===== src/rtl/game_round_sequencer.sv =====
// Round sequencer for the LED reaction game: times each round by difficulty,
// feeds the downstream random LED controller and scores player presses.
module game_round_sequencer #(
   parameter int unsigned N_RODADAS = 10,
   parameter logic [28:0] T_NIVEL0  = 29'd100_000_000,
   parameter logic [28:0] T_NIVEL1  = 29'd75_000_000,
   parameter logic [28:0] T_NIVEL2  = 29'd50_000_000,
   parameter logic [28:0] T_NIVEL3  = 29'd50_000_000,
   parameter logic [28:0] JANELA    = 29'd5_000_000,
   parameter logic [28:0] PAUSA     = 29'd25_000_000
) (
   input  logic        clock,
   input  logic        reset,
   input  logic        iniciar,
   input  logic        botao,
   input  logic [1:0]  nivel_dificuldade,
   output logic        gerar_jogada,
   output logic        trigger,
   output logic [28:0] contador_jogo,
   output logic [28:0] mid_idx,
   output logic [28:0] max_idx,
   output logic        acerto,
   output logic        erro,
   output logic [7:0]  acertos,
   output logic [7:0]  rodada,
   output logic        fim_jogo,
   output logic [2:0]  db_estado
);

   localparam logic [2:0] IDLE      = 3'd0;
   localparam logic [2:0] PREPARA   = 3'd1;
   localparam logic [2:0] GERA      = 3'd2;
   localparam logic [2:0] CONTA     = 3'd3;
   localparam logic [2:0] AVALIA    = 3'd4;
   localparam logic [2:0] INTERVALO = 3'd5;
   localparam logic [2:0] FIM       = 3'd6;

   localparam logic [7:0] ULTIMA = 8'(N_RODADAS - 1);

   logic [2:0]  estado_q,  estado_d;
   logic [1:0]  nivel_q,   nivel_d;
   logic [28:0] max_q,     max_d;
   logic [28:0] mid_q,     mid_d;
   logic [28:0] cont_q,    cont_d;
   logic [28:0] pausa_q,   pausa_d;
   logic [7:0]  acertos_q, acertos_d;
   logic [7:0]  rodada_q,  rodada_d;
   logic        acerto_q,  acerto_d;
   logic        erro_q,    erro_d;
   logic        trigger_q, trigger_d;

   logic [28:0] tempo_sel;
   logic [28:0] tempo_m1;
   logic        hit;
   logic        pausa_fim;

   always_comb begin
      case (nivel_q)
         2'b00:   tempo_sel = T_NIVEL0;
         2'b01:   tempo_sel = T_NIVEL1;
         2'b10:   tempo_sel = T_NIVEL2;
         default: tempo_sel = T_NIVEL3;
      endcase
      tempo_m1 = tempo_sel - 29'd1;
   end

   // Window test widened to 30 bits so cont+JANELA and mid+JANELA cannot wrap.
   always_comb begin
      hit = (({1'b0, cont_q} + {1'b0, JANELA}) >= {1'b0, mid_q}) &&
            ({1'b0, cont_q} <= ({1'b0, mid_q} + {1'b0, JANELA}));
      pausa_fim = ({1'b0, pausa_q} + 30'd1) >= {1'b0, PAUSA};
   end

   always_comb begin
      estado_d  = estado_q;
      nivel_d   = nivel_q;
      max_d     = max_q;
      mid_d     = mid_q;
      cont_d    = cont_q;
      pausa_d   = pausa_q;
      acertos_d = acertos_q;
      rodada_d  = rodada_q;
      acerto_d  = 1'b0;
      erro_d    = 1'b0;
      trigger_d = 1'b0;

      case (estado_q)
         IDLE, FIM: begin
            if (iniciar) begin
               estado_d  = PREPARA;
               nivel_d   = nivel_dificuldade;
               acertos_d = '0;
               rodada_d  = '0;
            end
         end
         PREPARA: begin
            max_d    = tempo_m1;
            mid_d    = tempo_m1 >> 1;
            estado_d = GERA;
         end
         GERA: begin
            cont_d    = '0;
            trigger_d = 1'b1;
            estado_d  = CONTA;
         end
         CONTA: begin
            // A press on the final count beats the timeout.
            if (botao) begin
               acerto_d = hit;
               erro_d   = ~hit;
               estado_d = AVALIA;
            end else if (cont_q == max_q) begin
               erro_d   = 1'b1;
               pausa_d  = '0;
               estado_d = INTERVALO;
            end else begin
               cont_d = cont_q + 29'd1;
            end
         end
         AVALIA: begin
            if (acerto_q && (acertos_q != 8'hFF)) begin
               acertos_d = acertos_q + 8'd1;
            end
            pausa_d  = '0;
            estado_d = INTERVALO;
         end
         INTERVALO: begin
            if (pausa_fim) begin
               pausa_d = '0;
               if (rodada_q == ULTIMA) begin
                  estado_d = FIM;
               end else begin
                  rodada_d = rodada_q + 8'd1;
                  estado_d = GERA;
               end
            end else begin
               pausa_d = pausa_q + 29'd1;
            end
         end
         default: estado_d = IDLE;
      endcase
   end

   always_ff @(posedge clock or posedge reset) begin
      if (reset) begin
         estado_q  <= IDLE;
         nivel_q   <= '0;
         max_q     <= '0;
         mid_q     <= '0;
         cont_q    <= '0;
         pausa_q   <= '0;
         acertos_q <= '0;
         rodada_q  <= '0;
         acerto_q  <= 1'b0;
         erro_q    <= 1'b0;
         trigger_q <= 1'b0;
      end else begin
         estado_q  <= estado_d;
         nivel_q   <= nivel_d;
         max_q     <= max_d;
         mid_q     <= mid_d;
         cont_q    <= cont_d;
         pausa_q   <= pausa_d;
         acertos_q <= acertos_d;
         rodada_q  <= rodada_d;
         acerto_q  <= acerto_d;
         erro_q    <= erro_d;
         trigger_q <= trigger_d;
      end
   end

   assign gerar_jogada  = (estado_q == GERA);
   assign trigger       = trigger_q;
   assign contador_jogo = cont_q;
   assign mid_idx       = mid_q;
   assign max_idx       = max_q;
   assign acerto        = acerto_q;
   assign erro          = erro_q;
   assign acertos       = acertos_q;
   assign rodada        = rodada_q;
   assign fim_jogo      = (estado_q == FIM);
   assign db_estado     = estado_q;

endmodule


===== config.mk =====
export PLATFORM = sky130hd
export DESIGN_NAME = game_round_sequencer
export DESIGN_NICKNAME = d
export VERILOG_FILES = /design/src/rtl/game_round_sequencer.sv
export SDC_FILE = /design/constraint.sdc
export NUM_CORES = 1
export LEC_CHECK = 0
export CAP_MARGIN = 20
export CORE_MARGIN = 3
export CORE_UTILIZATION = 50
export DETAILED_ROUTE_END_ITERATION = 10
export PLACE_DENSITY = 0.85
export SETUP_SLACK_MARGIN = 0.4
export SYNTH_ARGS = -nofsm -noshare
export SYNTH_HDL_FRONTEND = slang
export SYNTH_SLANG_ARGS = --single-unit
export TNS_END_PERCENT = 5

===== constraint.sdc =====
create_clock -name clock -period 3.5 [get_ports clock]
set_input_delay 0.525 -clock clock [delete_from_list [all_inputs] [get_ports clock]]
set_output_delay 0.525 -clock clock [all_outputs]
set_load 0.01 [all_outputs]

; Yosys cells after proc, flatten, opt, wreduce, memory -nomap -nowiden
; Index checks and enable logic that the tools add are counted.
[word_totals]
mem_count = 0
romBits = 0
latchBits = 0
input_bits = 6
ram_bits = 0
ff_bits = 139
[classes]
n_lt_le_gt_ge = 3
n_bitwise = 1
n_eq_ne = 18
multipliers = 0
n_addsub = 8
n_reduce_logical = 15
muxes = 26
n_div = 0
n_shift = 0
[ops]
columns = op, count
row1 = 29-bit two-way mux, 5
row2 = 29-bit case mux with 3 select lines, 1
row3 = "29-bit by 1-bit adder with 29-bit output, second input constant", 2
row4 = 29-bit case mux with 2 select lines, 1
row5 = 27-bit case mux with 2 select lines, 1
row6 = 8-bit two-way mux, 4
row7 = 8-bit case mux with 2 select lines, 2
row8 = "29-bit by 1-bit adder with 30-bit output, second input constant", 1
row9 = "29-bit by 23-bit adder with 30-bit output, second input constant", 1
row10 = "30-bit by 25-bit >= comparator with 1-bit output, second input constant", 1
row11 = 30-bit by 28-bit >= comparator with 1-bit output, 1
row12 = "28-bit by 23-bit adder with 29-bit output, second input constant", 1
row13 = 29-bit == test, 1
row14 = 29-bit <= comparator, 1
row15 = "29-bit by 1-bit subtractor with 29-bit output, second input constant", 1
row16 = 3-bit case mux with 6 select lines, 1
row17 = "8-bit by 1-bit adder with 8-bit output, second input constant", 2
row18 = 3-bit two-way mux, 5
row19 = "2-bit inequality test, second input constant", 7
row20 = 3-bit AND reduction, 4
row21 = "3-bit == test, second input constant", 3
row22 = "8-bit by 4-bit == test with 1-bit output, second input constant", 1
row23 = "8-bit inequality test, second input constant", 1
row24 = "3-bit by 2-bit == test with 1-bit output, second input constant", 2
row25 = 13 further kinds, 21

; Depth between registers and ports, before layout
[logic_depth]
ltp_word = 6
depth_mapped = 17
ltp_nobuf = 16

; Least setup slack after synthesis
; No wires, ideal clock.
[synth_timing]
path_type = register to register
startpoint = reg max_idx[22] (netlist name)
endpoint = reg acerto_q, in the netlist acerto
required_ns = 3.427
t_arrival_ns = 3.235
setup_ns = 0.073
n_path_buf = 1
path_stages_with_launch = 13
setup_slack_ns = 0.192
period_less_slack_ns = 3.308
path_cell_list = dfrtp_1 clkbuf_1 clkinv_1 o21ai_0 nand3_1 xnor2_1 ha_1 nand2_1 or4_1 nor3_1 a21oi_1 a22oi_1 nor2b_1
[synth_lines]
columns = element, line_no
row1 = end signal: assignment, 166  ; acerto_q <= acerto_d;
row2 = end: declaration, 48  ; logic acerto_q, acerto_d;

; Worst setup path after layout
[layout_timing]
startpoint = reg cont_q[7], in the netlist contador_jogo[7]
endpoint = reg acerto_q, in the netlist acerto
[layout_via]
elab_chain_cells = 5
elab_cells_between_ends = 6
[layout_rtl]
columns = element, line_no
row1 = start: declaration, 44  ; logic [28:0] cont_q, cont_d;
row2 = start signal: assignment, 162  ; cont_q <= cont_d;
row3 = 29-bit by 23-bit adder with 30-bit output, 69  ; hit = (({1'b0, cont_q} + {1'b0, JANELA}) >= {1'b0, mid_q}) &&
row4 = 30-bit by 28-bit >= comparator with 1-bit output, 69
row5 = 1-bit logical AND *, 69
row6 = 1-bit two-way mux *, 108  ; if (botao) begin
row7 = 1-bit two-way mux *, 87  ; case (estado_q)
row8 = named net acerto_d, 48
; The timed path passes the listed nets; every way through them passes the cells marked *.
; A chain may end at the register's enable or synchronous reset.

==> tab_implementation.tex <==
\begin{tabular}{lr}
\hline
Metric & Value \\
\hline
\multicolumn{2}{l}{\textbf{Status}} \\
Status & finished clean \\
\multicolumn{2}{l}{\textbf{Pwr}} \\
Post-layout power & 4.30 mW \\
Sequential share of power & between 30 and 40\% \\
Fraction of power spent switching nets & 40.6\% \\
Worst voltage drop across the vdd grid & 0.324 mV \\
Power Density & 476 nW/um\^{}2 \\
Leakage Power & approximately 3.9 nW \\
Power share of the combinational group & $\sim$43\% \\
Net switching power & 1.75 mW \\
Relative contribution of the clock network to total power & 21.6\% \\
Internal power summed over all cells & 2.55 mW \\
\multicolumn{2}{l}{\textbf{STA}} \\
Final clock skew & 8.10 ps \\
Remaining max-slew budget at the tightest pin & 31.4\% \\
Crit share post-route & 91.9\% \\
Final hold vios & 0 \\
Worst Tran Pin Value & 1030 ps \\
Final worst-path setup slack & 284 ps \\
Maximum clock rate & 0.311 GHz \\
Slew Limit Fails & 0 \\
Final number of setup-violating endpoints & 0 \\
RSZ-0062 raised after global routing & yes \\
Shortest period the worst path allows & around 3200 ps \\
Setup TNS after final layout & 0 ps \\
\multicolumn{2}{l}{\textbf{GRT}} \\
First-pass GRT wire length & between 30 and 40 mm \\
Congestion Overflow GR & 0 \\
Total GRT Usage & between 20\% and 30\% \\
Number of global-route vias before repair & 6719 \\
Number of antenna violations at the first check in global routing & 0 \\
Maximum number of pins on one net before global-route repair & 43 \\
\multicolumn{2}{l}{\textbf{Worst setup path}} \\
Worst path cell trace & a211o\_1 > a21o\_1 > a31o\_4 > a21oi\_2 > nand2b\_1 > a21oi\_2 > buf\_4 > xnor2\_1 > ha\_1 > nand4\_1 > nor2\_1 > a21oi\_1 > nand2\_1 > a221oi\_2 > a22oi\_2 > nor2b\_1 \\
Slowest cell on the critical path & sky130\_fd\_sc\_hd\_\_dfrtp\_1 \\
Nature of the critical path endpoint & register \\
Number of buffers and inverters on the critical path & 1 \\
Largest fanout of any net on the critical path & 4 \\
Crit start category & register \\
Req. time, crit path & 3730 ps \\
Crit Path Class & register to register \\
Crit path arrival time & $\sim$3500 ps \\
Largest stage delay on the critical path & around 430 ps \\
Most used cell along the critical path & sky130\_fd\_sc\_hd\_\_a21oi\_2 \\
Crit path max-delay family & compound AO/OA/AOI/OAI gates \\
\multicolumn{2}{l}{\textbf{Placed design}} \\
Cell area after placement & 8560 um\^{}2 \\
Placed Instances & 1142 \\
I/O Buffers & roughly 110 \\
Placer's final routability congestion estimate & between 1 and 1.5 \\
Detailed placement HPWL & 15.1 mm \\
Worst-case setup slack after placement & 189 ps \\
\multicolumn{2}{l}{\textbf{Synthesis}} \\
Number of warnings reported in the yosys synthesis log & 0 \\
Main synth FF type & sky130\_fd\_sc\_hd\_\_dfrtp\_1 \\
Share of async-settable or async-resettable flops after synthesis & 100\% \\
Post-Syn Instances & 902 \\
Netlist Area Pre-Place & 7470 um\^{}2 \\
Cell variety after synth & 66 \\
Flops \& latches, synth & 95 \\
Count of flip-flops with a built-in enable after synthesis & 0 \\
Sequential area share after synthesis & 31.8\% \\
Average instance area after synthesis & 8.28 um\^{}2 \\
\multicolumn{2}{l}{\textbf{Clocking}} \\
Clock insertion delay at the later pin of the skew report & 350 ps \\
Sink count of the clock tree & 95 \\
CTS tree & built \\
CTS root buffer & sky130\_fd\_sc\_hd\_\_clkbuf\_16 \\
Maximum count of clock buffers along a single path & 2 \\
Number of clock buffers inserted by TritonCTS & 9 \\
Count of H-tree levels built during CTS & 3 \\
Clock-pin slew reported for the worst setup and hold paths after clock tree synthesis & roughly 70 ps \\
\multicolumn{2}{l}{\textbf{Floorplan}} \\
Starting utilization of the core area & 51.2\% \\
Chip Width & 128 um \\
Number of ports placed on the die boundary & 117 \\
Cell row count & 44 \\
Full die area & 16400 um\^{}2 \\
Vertical extent of the die & 128 um \\
Core Box Area & between 10000 and 15000 um\^{}2 \\
\multicolumn{2}{l}{\textbf{Drt}} \\
First-pass iteration count of the detailed router & 5 \\
First-iteration detailed-routing DRC count & 630 \\
Avg Vias per Cell & 6.11 \\
Total Wirelength & 21.2 mm \\
Routed WL per cell & 18.1 um \\
Antenna viol nets, final & 0 \\
DRC Markers & 0 \\
Via total after detailed routing & 7164 \\
\multicolumn{2}{l}{\textbf{Final layout}} \\
Final instance area & 9020 um\^{}2 \\
\# fillers & 1211 \\
Filler-free cell count of the finished design & around 1200 \\
Share of final-layout standard cells stronger than drive strength 1 & 9.62\% \\
Synthesis-to-layout area growth & 20.8\% \\
Total inserted antenna cells & 0 \\
Net count reported at finish & 1042 \\
\multicolumn{2}{l}{\textbf{Run}} \\
Count of max-cap constraint violations & 0 \\
\multicolumn{2}{l}{\textbf{Hold path}} \\
Type of the most critical hold path & register to register \\
\hline
\end{tabular}
==> synthesized netlist by cell type (3+ instances only) <==
cell,instances,area (um^2)
sky130_fd_sc_hd__a211oi_1,6,45.0
sky130_fd_sc_hd__a21o_1,20,150
sky130_fd_sc_hd__a21oi_1,43,215
sky130_fd_sc_hd__a22o_1,4,35.0
sky130_fd_sc_hd__a22oi_1,3,22.5
sky130_fd_sc_hd__a31o_2,3,26.3
sky130_fd_sc_hd__a31oi_1,7,43.8
sky130_fd_sc_hd__and2_1,16,100
sky130_fd_sc_hd__and3_1,18,113
sky130_fd_sc_hd__and4_1,5,43.8
sky130_fd_sc_hd__buf_1,3,11.3
sky130_fd_sc_hd__buf_4,46,345
sky130_fd_sc_hd__clkbuf_1,36,135
sky130_fd_sc_hd__clkinv_1,3,11.3
sky130_fd_sc_hd__dfrtp_1,95,2380
sky130_fd_sc_hd__ha_1,53,663
sky130_fd_sc_hd__inv_1,30,113
sky130_fd_sc_hd__mux2_2,4,45.0
sky130_fd_sc_hd__mux2i_1,9,90.1
sky130_fd_sc_hd__nand2_1,91,342
sky130_fd_sc_hd__nand2b_1,10,62.6
sky130_fd_sc_hd__nand3_1,44,220
sky130_fd_sc_hd__nand3b_1,3,22.5
sky130_fd_sc_hd__nand4_1,34,213
sky130_fd_sc_hd__nor2_1,76,285
sky130_fd_sc_hd__nor2b_1,8,50.1
sky130_fd_sc_hd__nor3_1,23,115
sky130_fd_sc_hd__nor3b_1,5,37.5
sky130_fd_sc_hd__nor4_1,8,50.1
sky130_fd_sc_hd__o211ai_1,5,37.5
sky130_fd_sc_hd__o21a_1,4,30.0
sky130_fd_sc_hd__o21ai_0,48,240
sky130_fd_sc_hd__o21bai_1,3,22.5
sky130_fd_sc_hd__o31ai_1,12,90.1
sky130_fd_sc_hd__or3_1,7,43.8
sky130_fd_sc_hd__or4_1,4,30.0
sky130_fd_sc_hd__xnor2_1,42,368
sky130_fd_sc_hd__xor2_1,30,263
==> sequential cells by signal, summed over array words and instances, names as in the netlist <==
register / count
pausa_q: 29
rodada: 8
trigger: 1
contador_jogo: 29
db_estado: 3
max_idx: 12
acertos: 8
nivel_q: 2
mid_idx: 1
acerto: 1
erro: 1
==> cell families (layout without fill, tap and decap cells) <==
| group | after synthesis | in the layout | synth area share (%) |
|---|---|---|---|
| adders and majority gates | 53 | 53 | 8.88 |
| AOI/OAI and AO/OA | 184 | 184 | 16.2 |
| and+or+nand+nor | 359 | 359 | 24.0 |
| xor gates and xnor gates | 72 | 72 | 8.44 |
| other | 1 | 5 | 0.0502 |
| muxes | 13 | 13 | 1.81 |
| buffers and inverters | 125 | 207 | 8.76 |
| DFF | 95 | 95 | 31.8 |
==> path summary, 6_finish.rpt <==
kind	cells after the start	slack [ps]	start	to
worst max-delay path	16	280	contador_jogo[7]	acerto
worst min-delay path	1	540	pausa_q[21]	pausa_q[21]
worst max register to register	16	280	contador_jogo[7]	acerto
worst min register to register	1	540	pausa_q[21]	pausa_q[21]
max in group asynchronous	3	2120	reset	pausa_q[16]
min in group asynchronous	2	590	reset	rodada[1]
==> power groups by stage <==
stage          registers [mW]  clock network (mW)  logic, mW
3_5_place_dp             1.54                   0       1.79
6_report                 1.53               0.929       1.83
2_1_floorplan            1.47                   0       1.22
5_1_grt                  1.56               0.980       2.01
3_3_place_gp             1.53                   0       1.75
4_1_cts                  1.52               0.938       1.80
==> stage by stage <==
stage,util (%),hold slack [ps]
floorplan,-,477
CTS,61.0,538
finish,61.8,541
detailed placement,58.7,519
global placement,58.7,513
global route,61.8,559
==> cells in the final DEF, fill, tap and decap left out, drive strengths merged, types with 12 or more instances in the layout <==
cell and instances:
clkdlybuf4s50 111, dfrtp 95, nand2 91, nor2 76, ha 53, o21ai 48
nand3 45, buf 45, a21oi 43, xnor2 42, nand4 34, inv 32
xor2 30, nor3 23, a21o 20, and3 18, and2 16, o31ai 12
==> layout make-up <==
cell class | count | area (um^2) | share of cell area, %
tap | 184 | 230 | 2.55
inverter | 35 | 135 | 1.50
multi-input combinational | 686 | 4540 | 50.3
timing repair buffer | 156 | 1470 | 16.2
clock buffer | 9 | 225 | 2.50
sequential | 95 | 2380 | 26.4
clock inverter | 7 | 47.5 | 0.527
==> what timing repair did <==
action	in CTS	in global routing
setup endpoints to repair	11	49
buffers inserted	4	10
pin swaps	9	21
hold buffers	0	0
resized for setup	11	12
==> layer usage <==
layer	routed length, um	track usage (%)	up-vias
li1	-	-	3315
met1	9030	34.2	3478
met4	758	11.4	0
met2	9960	40.8	313
met3	1430	4.04	58
met5	0	0	-
No activity file was read; power rests on OpenSTA's default activity.
